[config.mk]
export PLATFORM = sky130hd
export DESIGN_NAME = spi_reg_slave
export DESIGN_NICKNAME = d
export VERILOG_FILES = /design/src/rtl/spi_reg_pkg.sv /design/src/rtl/spi_sync_edge.sv /design/src/rtl/spi_reg_slave.sv
export SDC_FILE = /design/constraint.sdc
export NUM_CORES = 1
export LEC_CHECK = 0
export ABC_AREA = 1
export CORE_MARGIN = 4
export CORE_UTILIZATION = 45
export CTS_CLUSTER_DIAMETER = 50
export DETAILED_ROUTE_END_ITERATION = 10
export GPL_TIMING_DRIVEN = 0
export PLACE_DENSITY_LB_ADDON = 0.05
export SLEW_MARGIN = 0
export SYNTH_ARGS = -nofsm -noshare
export SYNTH_HDL_FRONTEND = slang
export SYNTH_SLANG_ARGS = --single-unit
[constraint.sdc]
create_clock -name clk -period 1.7 [get_ports clk]
set_input_delay 0.34 -clock clk [delete_from_list [all_inputs] [get_ports clk]]
set_output_delay 0.34 -clock clk [all_outputs]
set_load 0.02 [all_outputs]
[src/rtl/spi_reg_pkg.sv]
// Shared types and constants for the SPI register slave.
package spi_reg_pkg;

  typedef enum logic [1:0] {
    IDLE = 2'd0,
    CMD  = 2'd1,
    DATA = 2'd2
  } state_t;

  localparam int CMD_W  = 8;
  localparam int RW_BIT = 7;

endpackage

[src/rtl/spi_sync_edge.sv]
// Two-flop synchroniser for an asynchronous pin with registered rise/fall pulses.
module spi_sync_edge #(
  parameter logic RST_VAL = 1'b0
) (
  input  logic clk,
  input  logic rst,
  input  logic din,
  output logic level,
  output logic rise,
  output logic fall
);

  logic meta_r;
  logic sync_r;
  logic prev_r;
  logic rise_r;
  logic fall_r;

  // Synchronise the pin and register one-cycle edge pulses.
  always_ff @(posedge clk) begin
    if (rst) begin
      meta_r <= RST_VAL;
      sync_r <= RST_VAL;
      prev_r <= RST_VAL;
      rise_r <= 1'b0;
      fall_r <= 1'b0;
    end else begin
      meta_r <= din;
      sync_r <= meta_r;
      prev_r <= sync_r;
      rise_r <= sync_r & ~prev_r;
      fall_r <= ~sync_r & prev_r;
    end
  end

  assign level = sync_r;
  assign rise  = rise_r;
  assign fall  = fall_r;

endmodule

[src/rtl/spi_reg_slave.sv]
// SPI mode-0 slave giving command-addressed access to a flat register bank.
// Define SPI_REG_AUTOINC_EN to step the address after every data word.
module spi_reg_slave
  import spi_reg_pkg::*;
#(
  parameter int DATA_W = 8,
  parameter int ADDR_W = 3,
  localparam int NUM_REGS = 2 ** ADDR_W
) (
  input  logic                         clk,
  input  logic                         rst,
  input  logic                         SCLK,
  input  logic                         MOSI,
  input  logic                         CE0,
  output logic                         MISO,
  output logic [NUM_REGS*DATA_W-1:0]   regs,
  output logic                         wr_strobe,
  output logic [ADDR_W-1:0]            wr_addr,
  output logic                         xact_done
);

  localparam int SH_W  = (DATA_W > CMD_W) ? DATA_W : CMD_W;
  localparam int CNT_W = 6;

  logic sclk_level_unused_s;
  logic sclk_rise_s;
  logic sclk_fall_s;
  logic ce_level_s;
  logic ce_rise_s;
  logic ce_fall_s;
  logic mosi_meta_r;
  logic mosi_sync_r;

  state_t                           state_r;
  logic [CNT_W-1:0]                 bit_cnt_r;
  logic [SH_W-1:0]                  rx_shift_r;
  logic [DATA_W-1:0]                tx_shift_r;
  logic                             rw_r;
  logic [ADDR_W-1:0]                addr_r;
  logic                             cmd_seen_r;
  logic                             armed_r;
  logic [1:0]                       settle_r;
  logic [NUM_REGS-1:0][DATA_W-1:0]  regs_r;
  logic                             miso_r;
  logic                             wr_strobe_r;
  logic [ADDR_W-1:0]                wr_addr_r;
  logic                             xact_done_r;

  logic [CMD_W-1:0]  cmd_s;
  logic [DATA_W-1:0] word_s;
  logic [ADDR_W-1:0] cmd_addr_s;
  logic [ADDR_W-1:0] next_addr_s;
  logic              unused_bits_s;

  spi_sync_edge #(.RST_VAL(1'b0)) u_sclk_sync (
    .clk   (clk),
    .rst   (rst),
    .din   (SCLK),
    .level (sclk_level_unused_s),
    .rise  (sclk_rise_s),
    .fall  (sclk_fall_s)
  );

  spi_sync_edge #(.RST_VAL(1'b1)) u_ce_sync (
    .clk   (clk),
    .rst   (rst),
    .din   (CE0),
    .level (ce_level_s),
    .rise  (ce_rise_s),
    .fall  (ce_fall_s)
  );

  // MOSI needs only a level synchroniser; it is sampled on SCLK rise pulses.
  always_ff @(posedge clk) begin
    if (rst) begin
      mosi_meta_r <= 1'b0;
      mosi_sync_r <= 1'b0;
    end else begin
      mosi_meta_r <= MOSI;
      mosi_sync_r <= mosi_meta_r;
    end
  end

  assign cmd_s         = {rx_shift_r[CMD_W-2:0], mosi_sync_r};
  assign word_s        = {rx_shift_r[DATA_W-2:0], mosi_sync_r};
  assign cmd_addr_s    = cmd_s[ADDR_W-1:0];
  assign unused_bits_s = ^{cmd_s, rx_shift_r};

`ifdef SPI_REG_AUTOINC_EN
  assign next_addr_s = addr_r + ADDR_W'(1'b1);
`else
  assign next_addr_s = addr_r;
`endif

  // Frame FSM, register bank and all registered outputs.
  // armed_r blocks frame starts until CE0 has been seen high after reset,
  // once the synchroniser reset values have flushed out (settle_r).
  always_ff @(posedge clk) begin
    if (rst) begin
      state_r     <= IDLE;
      bit_cnt_r   <= '0;
      rx_shift_r  <= '0;
      tx_shift_r  <= '0;
      rw_r        <= 1'b0;
      addr_r      <= '0;
      cmd_seen_r  <= 1'b0;
      armed_r     <= 1'b0;
      settle_r    <= 2'd0;
      regs_r      <= '0;
      miso_r      <= 1'b0;
      wr_strobe_r <= 1'b0;
      wr_addr_r   <= '0;
      xact_done_r <= 1'b0;
    end else begin
      wr_strobe_r <= 1'b0;
      xact_done_r <= 1'b0;
      if (settle_r != 2'd3) settle_r <= settle_r + 2'd1;
      if ((settle_r == 2'd3) && ce_level_s) armed_r <= 1'b1;

      if (ce_rise_s) begin
        state_r     <= IDLE;
        bit_cnt_r   <= '0;
        miso_r      <= 1'b0;
        xact_done_r <= cmd_seen_r;
        cmd_seen_r  <= 1'b0;
      end else begin
        case (state_r)
          IDLE: begin
            miso_r    <= 1'b0;
            bit_cnt_r <= '0;
            if (ce_fall_s && armed_r) begin
              state_r    <= CMD;
              cmd_seen_r <= 1'b0;
            end
          end
          CMD: begin
            if (sclk_rise_s) begin
              rx_shift_r <= {rx_shift_r[SH_W-2:0], mosi_sync_r};
              if (bit_cnt_r == CNT_W'(CMD_W - 1)) begin
                bit_cnt_r  <= '0;
                rw_r       <= cmd_s[RW_BIT];
                addr_r     <= cmd_addr_s;
                cmd_seen_r <= 1'b1;
                tx_shift_r <= regs_r[cmd_addr_s];
                state_r    <= DATA;
              end else begin
                bit_cnt_r <= bit_cnt_r + CNT_W'(1);
              end
            end else if (sclk_fall_s) begin
              miso_r <= 1'b0;
            end
          end
          DATA: begin
            if (sclk_rise_s) begin
              rx_shift_r <= {rx_shift_r[SH_W-2:0], mosi_sync_r};
              if (bit_cnt_r == CNT_W'(DATA_W - 1)) begin
                bit_cnt_r <= '0;
                if (rw_r) begin
                  regs_r[addr_r] <= word_s;
                  wr_strobe_r    <= 1'b1;
                  wr_addr_r      <= addr_r;
                end
                addr_r     <= next_addr_s;
                tx_shift_r <= regs_r[next_addr_s];
              end else begin
                bit_cnt_r <= bit_cnt_r + CNT_W'(1);
              end
            end else if (sclk_fall_s) begin
              miso_r     <= rw_r ? 1'b0 : tx_shift_r[DATA_W-1];
              tx_shift_r <= {tx_shift_r[DATA_W-2:0], 1'b0};
            end
          end
          default: begin
            state_r <= IDLE;
          end
        endcase
      end
    end
  end

  assign MISO      = miso_r;
  assign regs      = regs_r;
  assign wr_strobe = wr_strobe_r;
  assign wr_addr   = wr_addr_r;
  assign xact_done = xact_done_r;

endmodule

==> results.toml <==
[run_status]
status = "complete, but fails checks"
violations = "negative setup slack"

[sta]
fmaxAchievable_ghz = 0.560
finalCritPeriodShare_pct = 105
setup_tns_ns = -2.37
worstMarginPinSlew_ns = 0.551
max_slew_margin_pct = 63.2
setup_viol = 57
period_needed_ns = 1.79
skew_ns = 0.00843
whs_ns = 0.395
rsz0062_at_grt = "yes"
hold_viol = 0
finalWorstSetupSlack_ns = -0.0867
slew_viol_final = 0

[route]
drt_iter0_drc = 621
first_pass_iters = 5
route.detailed.drc = 0
avgRoutedWirePerCell_um = 17.3
finalWirelength_um = 21900
vias = 6743
postRouteAntennaNets = 0
avgViaCountPerCell = 5.34

[global_routing]
grt_overflow = 0
track_usage_pct = 29.8
grt_pass1_vias = 6269
grt_antenna_before_repair = 0
grt_pass1_wl_um = 34000
grt_max_degree = 17

[cells_and_area]
stdcell_area_sq_um = 8030
final_common_cell = "nand2_1"
layout_common_cells = "243 x nand2_1, 157 x nor2_1, 106 x dfxtp_1, 106 x inv_1, 98 x nand3_1"
area_growth_syn_to_layout_pct = 33.8
nets = 1089
final.fill_count = 1247
instances_no_fill = 1262
diodes = 0
drive_gt1_share_pct = 13.6

[placed_design]
gp_congestion = 1.01
port_buffers = 74
dp_cells = 1212
dpl_cell_area_sq_um = 6980
hpwl_um = 15300

[synth]
yosysWarnings = 0
syn-cell-area_sq_um = 6010
ys_ff_latch = 113
synthCells = 966
synth_nets = 978
post_synth.cell_area_avg_sq_um = 6.22
yosysSeqAreaShare_pct = 37.7
ys_types = 25

[pwr]
vdd_drop_max_uv = 620
powerDensity_nw_per_um2 = 902
p_leak_nw = 3.93

[worst_setup_path]
cp.arrival_ns = 2.10
crit_fanout = 8
r2r-end = "regs[60]$_SDFFE_PP0P_"
cp-startpoint = "bit_cnt_r[1]$_SDFFE_PP0P_"
required_ns = 2.02
start_kind = "register"
ff2ff_setup_slack_ns = -0.09
crit-reg2reg-launch = "bit_cnt_r[1]$_SDFFE_PP0P_"
endpoint_kind = "register"
path_class = "register to register"
rr_worst_depth = 12

[min_path]
whs_path_depth = 2
min_from = "mosi_meta_r$_SDFF_PP0_"
hold_path.class = "register to register"
min_to = "mosi_sync_r$_SDFF_PP0_"

[cts]
cts_tree = "built"
clock-root-buffer = "clkbuf_16"
cts_max_level = 4
clock_latency_ns = 0.42
clkTransAtPathRegs_ns = 0.06
clk_path_buf_depth = 2
cts_buffers = 17
clock-sinks = 113

[floorplan]
fp.dieArea_sq_um = 15300
initial_utilization_pct = 46.8
dieWidth_um = 124
fp-row-count = 41
core-area_sq_um = 12800
die_h_um = 124
io_pins = 75

[flow_run]
max_cap_viol_count = 0
==> synth_stat cells <==
library cell | instances | share of area [%]
nand3b_1 | 1 | 0.13
a21oi_1 | 33 | 2.8
nand4_1 | 67 | 7.0
nor3_4 | 1 | 0.27
buf_1 | 16 | 1.0
nand3_1 | 101 | 8.4
clkbuf_1 | 38 | 2.4
nor3_1 | 2 | 0.17
xor2_1 | 1 | 0.15
nor2_1 | 173 | 11
nor2_4 | 8 | 1.5
buf_2 | 1 | 0.083
o21ai_1 | 2 | 0.17
nand2_2 | 2 | 0.21
o21ai_0 | 24 | 2.0
buf_4 | 1 | 0.13
inv_2 | 3 | 0.19
ha_1 | 7 | 1.5
a211oi_1 | 2 | 0.25
or2_2 | 3 | 0.31
dfxtp_1 | 113 | 38
inv_1 | 111 | 6.9
clkinv_1 | 5 | 0.31
a22oi_1 | 1 | 0.13
nand2_1 | 250 | 16
==> sequential cells by signal, summed over array words and instances, names as in the netlist, 2 cells and up <==
register,count
addr_r,3
bit_cnt_r,6
regs,64
rx_shift_r,7
settle_r,2
state_r,2
tx_shift_r,8
wr_addr,3
==> logic make-up after synthesis <==
| logic type | after synthesis | share of synthesized area (%) |
|---|---|---|
| adders and majority gates | 7 | 1.46 |
| DFF | 113 | 37.7 |
| and+or+nand+nor | 608 | 44.4 |
| buffers and inverters | 175 | 11.0 |
| xor gates and xnor gates | 1 | 0.146 |
| AOI/OAI and AO/OA | 62 | 5.29 |
==> critical path, stage by stage, from the launching register on <==
cell     delay [ns]
dfxtp_2        0.35
ha_4           0.15
nand2_4        0.06
nor2_4         0.13
nand2_4        0.08
nor3_4         0.21
buf_6          0.14
buf_6          0.11
buf_8          0.11
buf_12         0.11
nand4_1        0.08
nand2_1        0.09
nor2_1         0.05
==> worst max path at each step <==
stage,depth (start not counted),slack [ns],to
3_5_place_dp,10,-0.72,regs[58]$_SDFFE_PP0P_
2_1_floorplan,9,0.002,regs[10]$_SDFFE_PP0P_
4_1_cts,12,-0.05,regs[2]$_SDFFE_PP0P_
6_report,12,-0.09,regs[60]$_SDFFE_PP0P_
3_3_place_gp,10,-0.69,regs[63]$_SDFFE_PP0P_
5_1_grt,12,-0.21,regs[1]$_SDFFE_PP0P_
==> metrics by stage <==
| stage | setup slack, ns | total power [mW] | util [%] |
|---|---|---|---|
| final | -0.0867 | 7.25 | 62.6 |
| after global routing | -0.207 | 7.53 | 62.6 |
| after CTS | -0.0537 | 7.13 | 61.0 |
| after detailed placement | -0.720 | 3.64 | 54.5 |
| after global placement | -0.694 | 3.64 | 54.5 |
| after floorplan | 0.00232 | 3.43 | - |
==> final cells by class <==
class	count	area, sq um	share of cell area, %
Clock inverter	10	111	1.39
Clock buffer	22	454	5.65
Buffer	54	350	4.36
Multi-Input combinational cell	678	3260	40.6
Inverter	119	452	5.62
Tap cell	172	215	2.68
Sequential cell	113	2270	28.3
Timing Repair Buffer	94	915	11.4
==> routing by layer <==
layer,global-route usage (%),vias to the layer above,part of all wire (%)
li1,-,3300,-
met1,41.5,3122,45
met2,44.4,270,44
met3,7.14,51,7.4
met4,11.8,0,3.1
met5,0,-,0
==> where the power goes <==
part           total, mW  switching (mW)  internal [mW]
Combinational       1.01           0.619          0.388
Clock               3.44            1.25           2.18
Sequential          2.80          0.0500           2.75
Total               7.25            1.92           5.32
==> what timing repair did <==
action / 4_1_cts / 5_1_grt
hold buffers: 0 / 0
cloned: 3 / 2
endpoints found under the setup margin: 152 / 87
buffers inserted: 15 / 1
gates resized for setup: 143 / 63
pin swaps: 5 / 44
Note: power is estimated with default switching activity, not from simulation.
